===== config.mk =====
export PLATFORM = sky130hd
export DESIGN_NAME = life_seq_flat
export DESIGN_NICKNAME = d
export VERILOG_FILES = /design/src/rtl/life_seq_if.sv /design/src/rtl/life_seq.sv /design/src/flat_wrapper.sv
export SDC_FILE = /design/constraint.sdc
export NUM_CORES = 1
export LEC_CHECK = 0
export ABC_AREA = 1
export CAP_MARGIN = 20
export CORE_ASPECT_RATIO = 0.6
export CORE_MARGIN = 3
export CORE_UTILIZATION = 35
export DETAILED_ROUTE_END_ITERATION = 10
export DONT_BUFFER_PORTS = 1
export SYNTH_ARGS = -nofsm -noshare
export SYNTH_HDL_FRONTEND = slang
export SYNTH_SLANG_ARGS = --single-unit
export TNS_END_PERCENT = 10

===== constraint.sdc =====
create_clock -name clk -period 3.2 [get_ports clk]
set_clock_uncertainty 0.15 [all_clocks]
set_input_delay 0.96 -clock clk [delete_from_list [all_inputs] [get_ports clk]]
set_output_delay 0.96 -clock clk [all_outputs]
set_load 0.05 [all_outputs]

===== src/rtl/life_seq_if.sv =====
`default_nettype none
// ============================================================================
//  Module      : life_seq_if
//  Description : Signal bundle between the generation sequencer, its control
//                source, the life cell core and the pixel consumer.
//                master = sequencer side, slave = surrounding system side.
//  Revision    : 1.0  initial release
// ============================================================================
interface life_seq_if #(
  parameter int DIV_W = 16
) ();

  // control requests
  logic             run;
  logic             single;
  logic             dump_req;
  logic [DIV_W-1:0] period;

  // core handshake
  logic             step;
  logic             step_done;
  logic             en_out;
  logic             din;

  // pixel stream
  logic             pix_valid;
  logic             pix_data;
  logic [3:0]       pix_x;
  logic [3:0]       pix_y;
  logic             frame_end;

  // status
  logic [DIV_W-1:0] gen;
  logic             busy;
  logic             err;

  modport master (
    input  run, single, dump_req, period, step_done, din,
    output step, en_out, pix_valid, pix_data, pix_x, pix_y, frame_end,
           gen, busy, err
  );

  modport slave (
    output run, single, dump_req, period, step_done, din,
    input  step, en_out, pix_valid, pix_data, pix_x, pix_y, frame_end,
           gen, busy, err
  );

endinterface
`default_nettype wire


===== src/rtl/life_seq.sv =====
`default_nettype none
// ============================================================================
//  Module      : life_seq
//  Description : Generation sequencer for the 13x13 life core. Issues step
//                pulses on request or on a programmable period, opens the
//                core's serial readout window and turns the returned bit
//                stream into raster-ordered pixel beats with coordinates.
//  Revision    : 1.0  initial release
// ============================================================================
module life_seq #(
  parameter int W        = 13,
  parameter int H        = 13,
  parameter int CELLS    = W * H,
  parameter int DIV_W    = 16,
  parameter int STEP_TMO = 1024
) (
  input  logic       clk,
  input  logic       rst,
  life_seq_if.master bus
);

  // One shared per-state counter serves the step timeout, the readout
  // window length and the drain length, so it must hold the larger of them.
  localparam int c_CNT_MAX = (STEP_TMO > CELLS) ? STEP_TMO : CELLS;
  localparam int c_CNT_W   = $clog2(c_CNT_MAX + 1);

  localparam logic [c_CNT_W-1:0] c_TMO_LAST   = c_CNT_W'(STEP_TMO - 1);
  localparam logic [c_CNT_W-1:0] c_CELL_LAST  = c_CNT_W'(CELLS - 1);
  localparam logic [c_CNT_W-1:0] c_DRAIN_LAST = c_CNT_W'(1);
  localparam logic [3:0]         c_X_LAST     = 4'(W - 1);
  localparam logic [3:0]         c_Y_LAST     = 4'(H - 1);
  localparam logic [DIV_W-1:0]   c_WAIT_LAST  = DIV_W'(1);

  typedef enum logic [2:0] {
    S_IDLE  = 3'd0,
    S_STEP  = 3'd1,
    S_DUMP  = 3'd2,
    S_DRAIN = 3'd3,
    S_WAIT  = 3'd4
  } state_t;

  state_t             r_state;
  state_t             w_next;
  logic               w_tmo;
  logic [c_CNT_W-1:0] r_cnt;
  logic [DIV_W-1:0]   r_wait;
  logic [DIV_W-1:0]   r_gen;
  logic               r_step;
  logic               r_err;

  logic               r_en_d1;
  logic               r_pix_valid;
  logic               r_pix_data;
  logic [3:0]         r_pix_x;
  logic [3:0]         r_pix_y;
  logic               r_frame_end;
  logic [3:0]         r_col;
  logic [3:0]         r_row;

  // State register
  always_ff @(posedge clk or posedge rst) begin
    if (rst) begin
      r_state <= S_IDLE;
    end else begin
      r_state <= w_next;
    end
  end

  // Next-state decode; requests are only looked at in IDLE, so anything
  // arriving in other states is simply dropped rather than queued.
  always_comb begin
    w_next = r_state;
    w_tmo  = 1'b0;
    case (r_state)
      S_IDLE: begin
        if (bus.run || bus.single) begin
          w_next = S_STEP;
        end else if (bus.dump_req) begin
          w_next = S_DUMP;
        end
      end
      S_STEP: begin
        if (bus.step_done) begin
          w_next = S_DUMP;
        end else if (r_cnt == c_TMO_LAST) begin
          w_tmo  = 1'b1;
          w_next = S_IDLE;
        end
      end
      S_DUMP: begin
        if (r_cnt == c_CELL_LAST) begin
          w_next = S_DRAIN;
        end
      end
      S_DRAIN: begin
        if (r_cnt == c_DRAIN_LAST) begin
          if (!bus.run) begin
            w_next = S_IDLE;
          end else if (bus.period == '0) begin
            w_next = S_STEP;
          end else begin
            w_next = S_WAIT;
          end
        end
      end
      S_WAIT: begin
        if (!bus.run) begin
          w_next = S_IDLE;
        end else if (r_wait <= c_WAIT_LAST) begin
          w_next = S_STEP;
        end
      end
      default: begin
        w_next = S_IDLE;
      end
    endcase
  end

  // Per-state cycle counter: restarts on every transition, parked in IDLE/WAIT
  always_ff @(posedge clk or posedge rst) begin
    if (rst) begin
      r_cnt <= '0;
    end else if ((w_next != r_state) || (r_state == S_IDLE) || (r_state == S_WAIT)) begin
      r_cnt <= '0;
    end else begin
      r_cnt <= r_cnt + 1'b1;
    end
  end

  // Inter-frame wait counter: period captured on WAIT entry, counts down to 1
  always_ff @(posedge clk or posedge rst) begin
    if (rst) begin
      r_wait <= '0;
    end else if ((r_state == S_DRAIN) && (w_next == S_WAIT)) begin
      r_wait <= bus.period;
    end else if (r_state == S_WAIT) begin
      r_wait <= r_wait - 1'b1;
    end
  end

  // Step pulse: registered so it is high for exactly the first STEP cycle
  always_ff @(posedge clk or posedge rst) begin
    if (rst) begin
      r_step <= 1'b0;
    end else begin
      r_step <= (w_next == S_STEP) && (r_state != S_STEP);
    end
  end

  // Generation count and sticky timeout flag
  always_ff @(posedge clk or posedge rst) begin
    if (rst) begin
      r_gen <= '0;
      r_err <= 1'b0;
    end else begin
      if ((r_state == S_STEP) && bus.step_done) begin
        r_gen <= r_gen + 1'b1;
      end
      if (w_tmo) begin
        r_err <= 1'b1;
      end
    end
  end

  // Readout pipeline: en_out delayed once marks the cycle din is valid,
  // delayed twice it becomes the pixel beat carrying the registered din.
  always_ff @(posedge clk or posedge rst) begin
    if (rst) begin
      r_en_d1     <= 1'b0;
      r_pix_valid <= 1'b0;
      r_pix_data  <= 1'b0;
    end else begin
      r_en_d1     <= (r_state == S_DUMP);
      r_pix_valid <= r_en_d1;
      r_pix_data  <= r_en_d1 & bus.din;
    end
  end

  // Raster coordinates: r_col/r_row point at the next beat, the pix_x/pix_y
  // outputs carry the current beat and rest at (0,0) between frames.
  always_ff @(posedge clk or posedge rst) begin
    if (rst) begin
      r_col       <= '0;
      r_row       <= '0;
      r_pix_x     <= '0;
      r_pix_y     <= '0;
      r_frame_end <= 1'b0;
    end else if (r_en_d1) begin
      r_pix_x     <= r_col;
      r_pix_y     <= r_row;
      r_frame_end <= (r_col == c_X_LAST) && (r_row == c_Y_LAST);
      if (r_col == c_X_LAST) begin
        r_col <= '0;
        r_row <= (r_row == c_Y_LAST) ? 4'd0 : r_row + 4'd1;
      end else begin
        r_col <= r_col + 4'd1;
      end
    end else begin
      r_pix_x     <= '0;
      r_pix_y     <= '0;
      r_frame_end <= 1'b0;
    end
  end

  // en_out and busy decode straight from the state register, so an
  // asynchronous reset drops them in the same cycle.
  assign bus.en_out    = (r_state == S_DUMP);
  assign bus.busy      = (r_state != S_IDLE);
  assign bus.step      = r_step;
  assign bus.gen       = r_gen;
  assign bus.err       = r_err;
  assign bus.pix_valid = r_pix_valid;
  assign bus.pix_data  = r_pix_data;
  assign bus.pix_x     = r_pix_x;
  assign bus.pix_y     = r_pix_y;
  assign bus.frame_end = r_frame_end;

endmodule
`default_nettype wire


===== src/flat_wrapper.sv =====
// flat-port wrapper written by rule: the top's interface ports become plain ports
module life_seq_flat 
#(
  parameter int W        = 13,
  parameter int H        = 13,
  parameter int CELLS    = W * H,
  parameter int DIV_W    = 16,
  parameter int STEP_TMO = 1024
)
  (clk, rst, bus_run, bus_single, bus_dump_req, bus_period, bus_step_done, bus_din, bus_step, bus_en_out, bus_pix_valid, bus_pix_data, bus_pix_x, bus_pix_y, bus_frame_end, bus_gen, bus_busy, bus_err);
  life_seq_if #(.DIV_W(DIV_W)) bus_i ();
  input  logic clk;
  input  logic rst;
  input wire logic [$bits(bus_i.run)-1:0] bus_run;
  input wire logic [$bits(bus_i.single)-1:0] bus_single;
  input wire logic [$bits(bus_i.dump_req)-1:0] bus_dump_req;
  input wire logic [$bits(bus_i.period)-1:0] bus_period;
  input wire logic [$bits(bus_i.step_done)-1:0] bus_step_done;
  input wire logic [$bits(bus_i.din)-1:0] bus_din;
  output wire logic [$bits(bus_i.step)-1:0] bus_step;
  output wire logic [$bits(bus_i.en_out)-1:0] bus_en_out;
  output wire logic [$bits(bus_i.pix_valid)-1:0] bus_pix_valid;
  output wire logic [$bits(bus_i.pix_data)-1:0] bus_pix_data;
  output wire logic [$bits(bus_i.pix_x)-1:0] bus_pix_x;
  output wire logic [$bits(bus_i.pix_y)-1:0] bus_pix_y;
  output wire logic [$bits(bus_i.frame_end)-1:0] bus_frame_end;
  output wire logic [$bits(bus_i.gen)-1:0] bus_gen;
  output wire logic [$bits(bus_i.busy)-1:0] bus_busy;
  output wire logic [$bits(bus_i.err)-1:0] bus_err;
  assign bus_i.run = bus_run;
  assign bus_i.single = bus_single;
  assign bus_i.dump_req = bus_dump_req;
  assign bus_i.period = bus_period;
  assign bus_i.step_done = bus_step_done;
  assign bus_i.din = bus_din;
  assign bus_step = bus_i.step;
  assign bus_en_out = bus_i.en_out;
  assign bus_pix_valid = bus_i.pix_valid;
  assign bus_pix_data = bus_i.pix_data;
  assign bus_pix_x = bus_i.pix_x;
  assign bus_pix_y = bus_i.pix_y;
  assign bus_frame_end = bus_i.frame_end;
  assign bus_gen = bus_i.gen;
  assign bus_busy = bus_i.busy;
  assign bus_err = bus_i.err;
  life_seq #(.W(W), .H(H), .CELLS(CELLS), .DIV_W(DIV_W), .STEP_TMO(STEP_TMO)) u_core (.clk(clk), .rst(rst), .bus(bus_i));
endmodule

# Yosys cells after proc, flatten, opt, wreduce, memory -nomap -nowiden

Index checks and enable logic that the tools add are counted.

$add $sub $neg: 5
$lt $le $gt $ge: 1
Equal/unequal tests: 13
Mux-type cells: 22
Bitwise operators: 1
Reduce and logical (&&, ||, !) cells: 12

Operator list:

| operator                | count |
|---|---|
| $mux W16                | 2 |
| $mux W3                 | 10 |
| $add A16 B1 Y16 const B | 1 |
| $le A16 B1 Y1 const B   | 1 |
| $logic_not A16 Y1       | 1 |
| $mux W4                 | 4 |
| $sub A16 B1 Y16 const B | 1 |
| $pmux W3 S5             | 1 |
| $add A11 B1 Y11 const B | 1 |
| $eq A11 B1 Y1 const B   | 1 |
| $eq A11 B10 Y1 const B  | 1 |
| $eq A11 B8 Y1 const B   | 1 |
| $mux W11                | 1 |
| $add A4 B1 Y4 const B   | 2 |
| $eq A4 B4 Y1 const B    | 2 |
| $eq A3 B1 Y1 const B    | 2 |
| $eq A3 B2 Y1 const B    | 2 |
| $eq A3 B3 Y1 const B    | 2 |
| $logic_and A1 B1 Y1     | 4 |
| $mux W1                 | 4 |
| $logic_not A3 Y1        | 1 |
| $logic_or A1 B1 Y1      | 3 |
| $ne A3 B1 Y1 const B    | 1 |
| $ne A3 B3 Y1            | 1 |
| other kinds (4)         | 4 |

Register bits: 68
Bits of input ports: 23
Output and inout port bits: 31

# Depth between registers and ports, before layout

Gate-level depths: netlist of run 1.

Depth after elaboration: 9
Mapped depth: 13
Gate-level depth less buffers: 12

# Worst setup path before layout of run 1

OpenSTA, ideal clock, no wires.

Path kind: input-to-reg
Start: in bus_period[15]
End: reg u_core.r_wait[2]
Arrival time: 1819 ps
Slack: 1092 ps
Stages on the path: 10
Path buffers: 2
Cells stage by stage: nor2_1 -> nand2_1 -> nor2_1 -> nand2_1 -> nand3_2 -> buf_2 -> inv_2 -> buf_6 -> nand2_1 -> o221ai_1

Cells in the longest elaborated chain, start to end: 8
Elaborated cells between the ends (all ways): 9
Classes of those cells: 1 x eq/ne; 5 x mux; 3 x reduce/logical

RTL lines:

| element                                        | line               | source |
|---|---|---|
| from (decl)                                    | flat_wrapper.sv:17 | `input wire logic [$bits(bus_i.period)-1:0] bus_period;` |
| $logic_not A16 Y1 *                            | life_seq.sv:99     | `end else if (bus.period == '0) begin` |
| $mux W3 *                                      | life_seq.sv:99     |  |
| $mux W3 *                                      | life_seq.sv:97     | `if (!bus.run) begin` |
| $mux W3 *                                      | life_seq.sv:96     | `if (r_cnt == c_DRAIN_LAST) begin` |
| $pmux W3 S5 *                                  | life_seq.sv:74     | `case (r_state)` |
| $eq A3 B3 Y1 *                                 | life_seq.sv:134    | `end else if ((r_state == S_DRAIN) && (w_next == S_WAIT)) begin` |
| $logic_and A1 B1 Y1 *                          | life_seq.sv:134    |  |
| $mux W16 or $reduce_bool A2 Y1 (tied branches) | --                 |  |
| to (signal assigned)                           | life_seq.sv:135    | `r_wait <= bus.period;` |
| to (signal assigned)                           | life_seq.sv:137    | `r_wait <= r_wait - 1'b1;` |
| to (decl)                                      | life_seq.sv:46     | `logic [DIV_W-1:0] r_wait;` |

Mark *: on every way between the ends. The rest lies on a longest branch, timed or not.
A chain may end at the register's enable or synchronous reset.

# Worst setup path in the final report of run 1

Start: reg u_core.r_state[0]
End: out bus_en_out

Cells in the longest elaborated chain, start to end: 1

RTL lines:

| element                | line               | source |
|---|---|---|
| from (decl)            | life_seq.sv:42     | `state_t r_state;` |
| from (signal assigned) | life_seq.sv:65     | `r_state <= w_next;` |
| $eq A3 B2 Y1           | life_seq.sv:207    | `assign bus.en_out = (r_state == S_DUMP);` |
| to (decl)              | flat_wrapper.sv:21 | `output wire logic [$bits(bus_i.en_out)-1:0] bus_en_out;` |

Every way passes these cells.

==> reports/results.tsv, run 1 <==
metric	value	unit
cts.sinks	68	
cp_max_fo	5	
fillers	999	
cp-end-kind	output pin	
cts_setup_buffers	0	
grt_pass1_wl	13700	um
drc	0	
rows	28	
ant_nets	0	
grt_pass1_vias	2675	
start_util	0.370	
drv_cap	0	
grt_max_degree	39	
status	completed	
yosys_warnings	0	
cp.arrival	1.41	ns
yosysSeqAreaShare	0.454	
reg2reg_from	u_core.bus.gen[0]	
dr.pass1.iters	5	
dp_hpwl	5900	um
n_antenna_cell	0	
ys_ff_latch	68	
routedWlPerCell	13.5	um
gp_congestion	0.820	
hold_ws	0.357	ns
slew_violations	0	
min_period	2.52	ns
hold_path_class	flip-flop to flip-flop	
power_density	868	nW/um^2
start_kind	flip-flop	
die_w	140	um
cpMaxStageDelayCell	dfrtp_1	
path_cells	inv_2, nand3_1, inv_1	
numPortBuffers	0	
dieArea	12000	um^2
final_nets	487	
clk_pin_slew	0.06	ns
critPathKind	flip-flop to output pin	
syn_avg_cell_area	8.40	um^2
setup_violations	0	
multi_input_area	1750	um^2
ctsLongestPathBuffers	2	
drt-vias-per-instance	4.63	
finalHoldViolCount	0	
hold_buffers	0	
hold_path_startpoint	u_core.r_row[1]	
wl	8040	um
cts_tree	built	
critical_path.max_stage_delay	0.43	ns
synth.distinct_cells	36	
syn_inst	446	
drive_above_1_share	0.142	
vias	2752	
track_usage	0.144	
peakVddDrop	0.318	mV
cts_resized	0	
max_freq	0.398	GHz
crit_path_start	u_core.r_state[0]	
critPathRequiredTime	2.09	ns
post-route-period-util	0.786	
root_buffer	clkbuf_16	
overflow	0	
setup-tns-final	0	ns
p_leak	2.04	nW
rsz0062_at_grt	false	
area_growth	13.2	%
die_h	86.1	um
synth_area	3740	um^2
ios	54	
relSlewSlack	0.541	
worst_pin_slew	0.687	ns
antenna_found_initial	0	
clk-insertion-delay-late	0.33	ns
syn-num-nets	479	
seqCellArea	1700	um^2
numCtsBuffers	9	
core_area	10100	um^2
cts-htree-levels	3	
drt-initial-drc-count	177	
==> registers in the layout (all words and copies together) (netlist names) <==
name	cells
u_core.r_col	4
u_core.bus.step	1
u_core.bus.gen	16
u_core.r_wait	16
u_core.bus.pix_valid	1
u_core.r_cnt	11
u_core.r_en_d1	1
u_core.r_row	4
u_core.bus.pix_x	4
u_core.r_state	3
u_core.bus.frame_end	1
u_core.bus.pix_data	1
u_core.bus.err	1
u_core.bus.pix_y	4
==> logic make-up (layout without fill, tap and decap cells) <==
logic type	after synthesis	in the layout	synth area share
simple gates	234	234	0.309
xor+xnor	34	34	0.0795
compound gates	28	28	0.0451
fa+ha+maj	10	10	0.0334
flops	68	68	0.454
buf+inv	72	85	0.0785
==> worst paths after layout <==
check	endpoint	slack, ns	cells past startpoint
setup / recovery	bus_en_out	0.68	3
hold reg to reg	u_core.bus.pix_y[1]	0.36	2
max in group asynchronous	u_core.bus.gen[0]	1.77	2
min in group asynchronous	u_core.bus.gen[10]	0.46	1
setup reg to reg	u_core.bus.gen[12]	0.99	5
hold / removal	u_core.bus.pix_y[1]	0.36	2
==> layout by cell type (no fill, tap or decap), drive strengths merged <==
cell type  instances
dfrtp             68
nor2              66
a31o               1
ha                10
nor3b              1
nor4               1
a21oi              3
a21o               1
buf                2
o21ai             14
nand4              4
nor3              19
clkbuf            10
a31oi              1
nand2            102
bufinv             3
nand3b             1
xor2              20
o221ai             2
or2                1
clkinv             4
o211ai             4
o22ai              1
inv               66
xnor2             14
nand3             38
a211oi             1
and3               1
==> worst max-delay path, delay by kind of cell, from the launching register on <==
kind	cells	cell delay (ns)
DFF	1	0.43
buffers and inverters	2	0.51
and+or+nand+nor	1	0.13
==> cell usage after synthesis <==
library cell | number | area [um^2]
a211oi_1 | 1 | 7.51
nor3_1 | 7 | 35.0
a31oi_1 | 1 | 6.26
dfrtp_1 | 68 | 1700
nor2_1 | 53 | 199
a21o_1 | 1 | 7.51
xor2_1 | 20 | 175
nand4_2 | 1 | 12.5
o221ai_1 | 2 | 17.5
inv_1 | 60 | 225
nor2_4 | 5 | 56.3
nand3_2 | 7 | 70.1
a21oi_1 | 3 | 15.0
or2_1 | 1 | 6.26
buf_6 | 3 | 33.8
clkbuf_1 | 1 | 3.75
o22ai_1 | 1 | 6.26
o211ai_1 | 4 | 30.0
o21ai_0 | 14 | 70.1
ha_1 | 10 | 125
nand3b_1 | 1 | 7.51
and3_1 | 1 | 6.26
nor3_4 | 1 | 16.3
nor2_2 | 8 | 50.1
nor3_2 | 11 | 110
nand2_2 | 7 | 43.8
nand2_1 | 95 | 357
inv_2 | 6 | 22.5
nor4_1 | 1 | 6.26
buf_2 | 1 | 5.00
nand4_1 | 3 | 18.8
xnor2_1 | 14 | 123
clkinv_1 | 1 | 3.75
nand3_1 | 31 | 155
nor3b_1 | 1 | 7.51
a31o_2 | 1 | 8.76
==> routing by layer <==
layer | routed length, um | vias up | share of wire | track usage
li1 | - | 1413 | - | -
met1 | 4030 | 1281 | 0.50 | 0.198
met2 | 3390 | 54 | 0.42 | 0.203
met3 | 575 | 4 | 0.072 | 0.0641
met4 | 41 | 0 | 0.0051 | 0.0475
met5 | 0 | - | 0 | 0
==> through the flow <==
stage / std cells / worst slack [ns] / power [mW] / area (um^2) / utilization
5_1_grt: 594 / 0.604 / 3.95 / 4240 / 0.419
3_3_place_gp: 578 / 0.702 / 2.54 / 3900 / 0.385
6_report: 594 / 0.684 / 3.68 / 4240 / 0.419
2_1_floorplan: 446 / 0.378 / 2.38 / 3740 / -
3_5_place_dp: 578 / 0.693 / 2.55 / 3900 / 0.385
4_1_cts: 594 / 0.657 / 3.73 / 4240 / 0.419
==> power breakdown <==
part           internal, mW  leakage (nW)  switching, mW  total [mW]
Sequential             1.08         0.874          0.474        1.55
Combinational         0.337         0.998          0.649       0.986
Clock                 0.762         0.167          0.377        1.14
==> layout make-up <==
type,count,share of cell area
multi-input cells,306,0.413
flip-flops and latches,68,0.401
inverters,67,0.0593
clock buffers,10,0.0540
well taps,135,0.0398
clock inverters,6,0.0266
repair buffers,2,0.00649
Power figures use the tool's default switching activity.
==> run 2: changes to the inputs <==
- clock period: 3.2 -> 2.1 ns (I/O delays scaled with it)
==> reports/results.tsv, run 2 (synthesis gave the netlist of run 1 again) <==
metric	value	unit	change
post-route-period-util	0.969		
rr_worst_depth	13		was 5
p_leak	2.16	nW	was 2.04 nW
overflow	0		unchanged
critical_path.max_stage_delay	0.43	ns	about the same
start_kind	flip-flop		unchanged
max_freq	0.491	GHz	
cts.sinks	68		unchanged
relSlewSlack	0.595		was 0.541
cts-htree-levels	3		unchanged
die_w	140	um	unchanged
hold_path_class	input pin to async pin		was flip-flop to flip-flop
final_nets	512		was 487
start_util	0.370		unchanged
final_cell_mix	95 x nand2_1, 65 x dfrtp_1, 58 x inv_1		was 95 x nand2_1, 68 x dfrtp_1, 59 x inv_1
min_period	2.04	ns	
grt_max_degree	27		was 39
power_density	1320	nW/um^2	was 868 nW/um^2
rrSetupSlack	0.14	ns	was 0.99 ns
fin_util	0.444		was 0.419
critPathKind	flip-flop to output pin		unchanged
gp_congestion	0.831		was 0.820
area_growth	20.1	%	was 13.2%
slew_violations	0		unchanged
numPortBuffers	0		unchanged
track_usage	0.149		was 0.144
cts_tree	built		unchanged
cp_max_fo	5		unchanged
wl	8500	um	was 8040 um
crit_path_start	u_core.r_state[1]		was u_core.r_state[0]
post_dp_cell_area	4110	um^2	was 3900 um^2
dp_hpwl	6480	um	was 5900 um
dr.pass1.iters	5		unchanged
p_total	5.94	mW	was 3.68 mW
cpMaxStageDelayCell	dfrtp_2		was dfrtp_1
antenna_found_initial	0		unchanged
drt-vias-per-instance	4.66		was 4.63
drc	0		unchanged
status	completed		unchanged
dieArea	12000	um^2	unchanged
n_antenna_cell	0		unchanged
grt_pass1_wl	14300	um	was 13700 um
reg2reg_from	u_core.r_wait[0]		was u_core.bus.gen[0]
finalNonFillerCells	619		was 594
numCtsBuffers	9		unchanged
grt_pass1_vias	2793		was 2675
setup_slack	0.0649	ns	was 0.684 ns
finalHoldViolCount	0		unchanged
drt-initial-drc-count	143		was 177
peakVddDrop	0.498	mV	was 0.318 mV
die_h	86.1	um	unchanged
cp-end-kind	output pin		unchanged
vias	2884		was 2752
clk_pin_slew	0.06	ns	about the same
drv_cap	0		unchanged
crit_end	bus_busy		was bus_en_out
ant_nets	0		unchanged
cp.arrival	1.26	ns	was 1.41 ns
root_buffer	clkbuf_16		unchanged
dpl_worst_slack	0.0757	ns	was 0.693 ns
mostFrequentLayoutCell	nand2_1		unchanged
ios	54		unchanged
ctsLongestPathBuffers	2		unchanged
reg2reg_to	u_core.r_cnt[2]		was u_core.bus.gen[12]
routedWlPerCell	13.7	um	was 13.5 um
design_area	4500	um^2	was 4240 um^2
critPathRequiredTime	1.32	ns	was 2.09 ns
dp_cells	600		was 578
clk-insertion-delay-late	0.33	ns	about the same
rows	28		unchanged
core_area	10100	um^2	unchanged
worst_pin_slew	0.606	ns	was 0.687 ns
setup_violations	0		unchanged
drive_above_1_share	0.207		was 0.142
path_cells	inv_2, nand2_2, nor2_4, inv_1, buf_6		was inv_2, nand3_1, inv_1
==> run 2: changes by cell type in the layout (fill, tap and decap cells not counted), sizes merged <==
cell,change
clkbuf,-1
bufinv,-1
clkinvlp,+2
buf,+25
==> run 2: how the worst min path moves through the flow <==
stage                                       to       startpoint  slack (ns)
after floorplan           u_core.bus.pix_valid   u_core.r_en_d1        0.26
after global placement     u_core.bus.pix_y[2]  u_core.r_row[2]        0.33
after detailed placement   u_core.bus.pix_y[1]  u_core.r_row[1]        0.33
after CTS                  u_core.bus.pix_x[2]              rst        0.09
after global routing           u_core.r_col[1]              rst        0.12
final                      u_core.bus.pix_x[2]              rst        0.09
==> run 2: cell type report <==
cell class	instances	area, um^2
multi-input combinational	306	1780
sequential	68	1710
clock inverter	7	98.8
fill	968	5630
inverter	67	255
timing repair buffer	27	260
tap	135	169
clock buffer	9	225
==> run 2: metrics by stage <==
stage	TNS [ns]	hold WS, ns
2_1_floorplan	0	0.261
3_3_place_gp	0	0.331
3_5_place_dp	0	0.333
4_1_cts	0	0.0924
5_1_grt	-0.00268	0.117
6_report	0	0.0888
==> run 2: per-layer routing <==
| metal | track usage | share of wire |
|---|---|---|
| met1 | 0.217 | 0.52 |
| met2 | 0.209 | 0.41 |
| met3 | 0.0591 | 0.071 |
| met4 | 0.0290 | 0.0025 |
| met5 | 0 | 0 |
==> run 2: what timing repair did <==
| item | 4_1_cts | 5_1_grt |
|---|---|---|
| setup endpoints to repair | 2 | 22 |
| endpoints found under the hold margin | 0 | 0 |
| buffers inserted | 0 | 3 |
| pin swaps | 0 | 1 |
| resized for setup | 4 | 9 |
| hold buffers | 0 | 0 |
==> run 2: worst max-delay path: cells and delay by family (launching register included) <==
kind	cells	cell delay (ns)
flops	1	0.43
simple gates	2	0.18
buf+inv	3	0.30
==> run 2: power breakdown <==
group          leakage (nW)  switching [mW]  internal [mW]
combinational          1.14            1.27          0.826
sequential            0.870           0.542           1.65
clock                 0.156           0.602           1.05
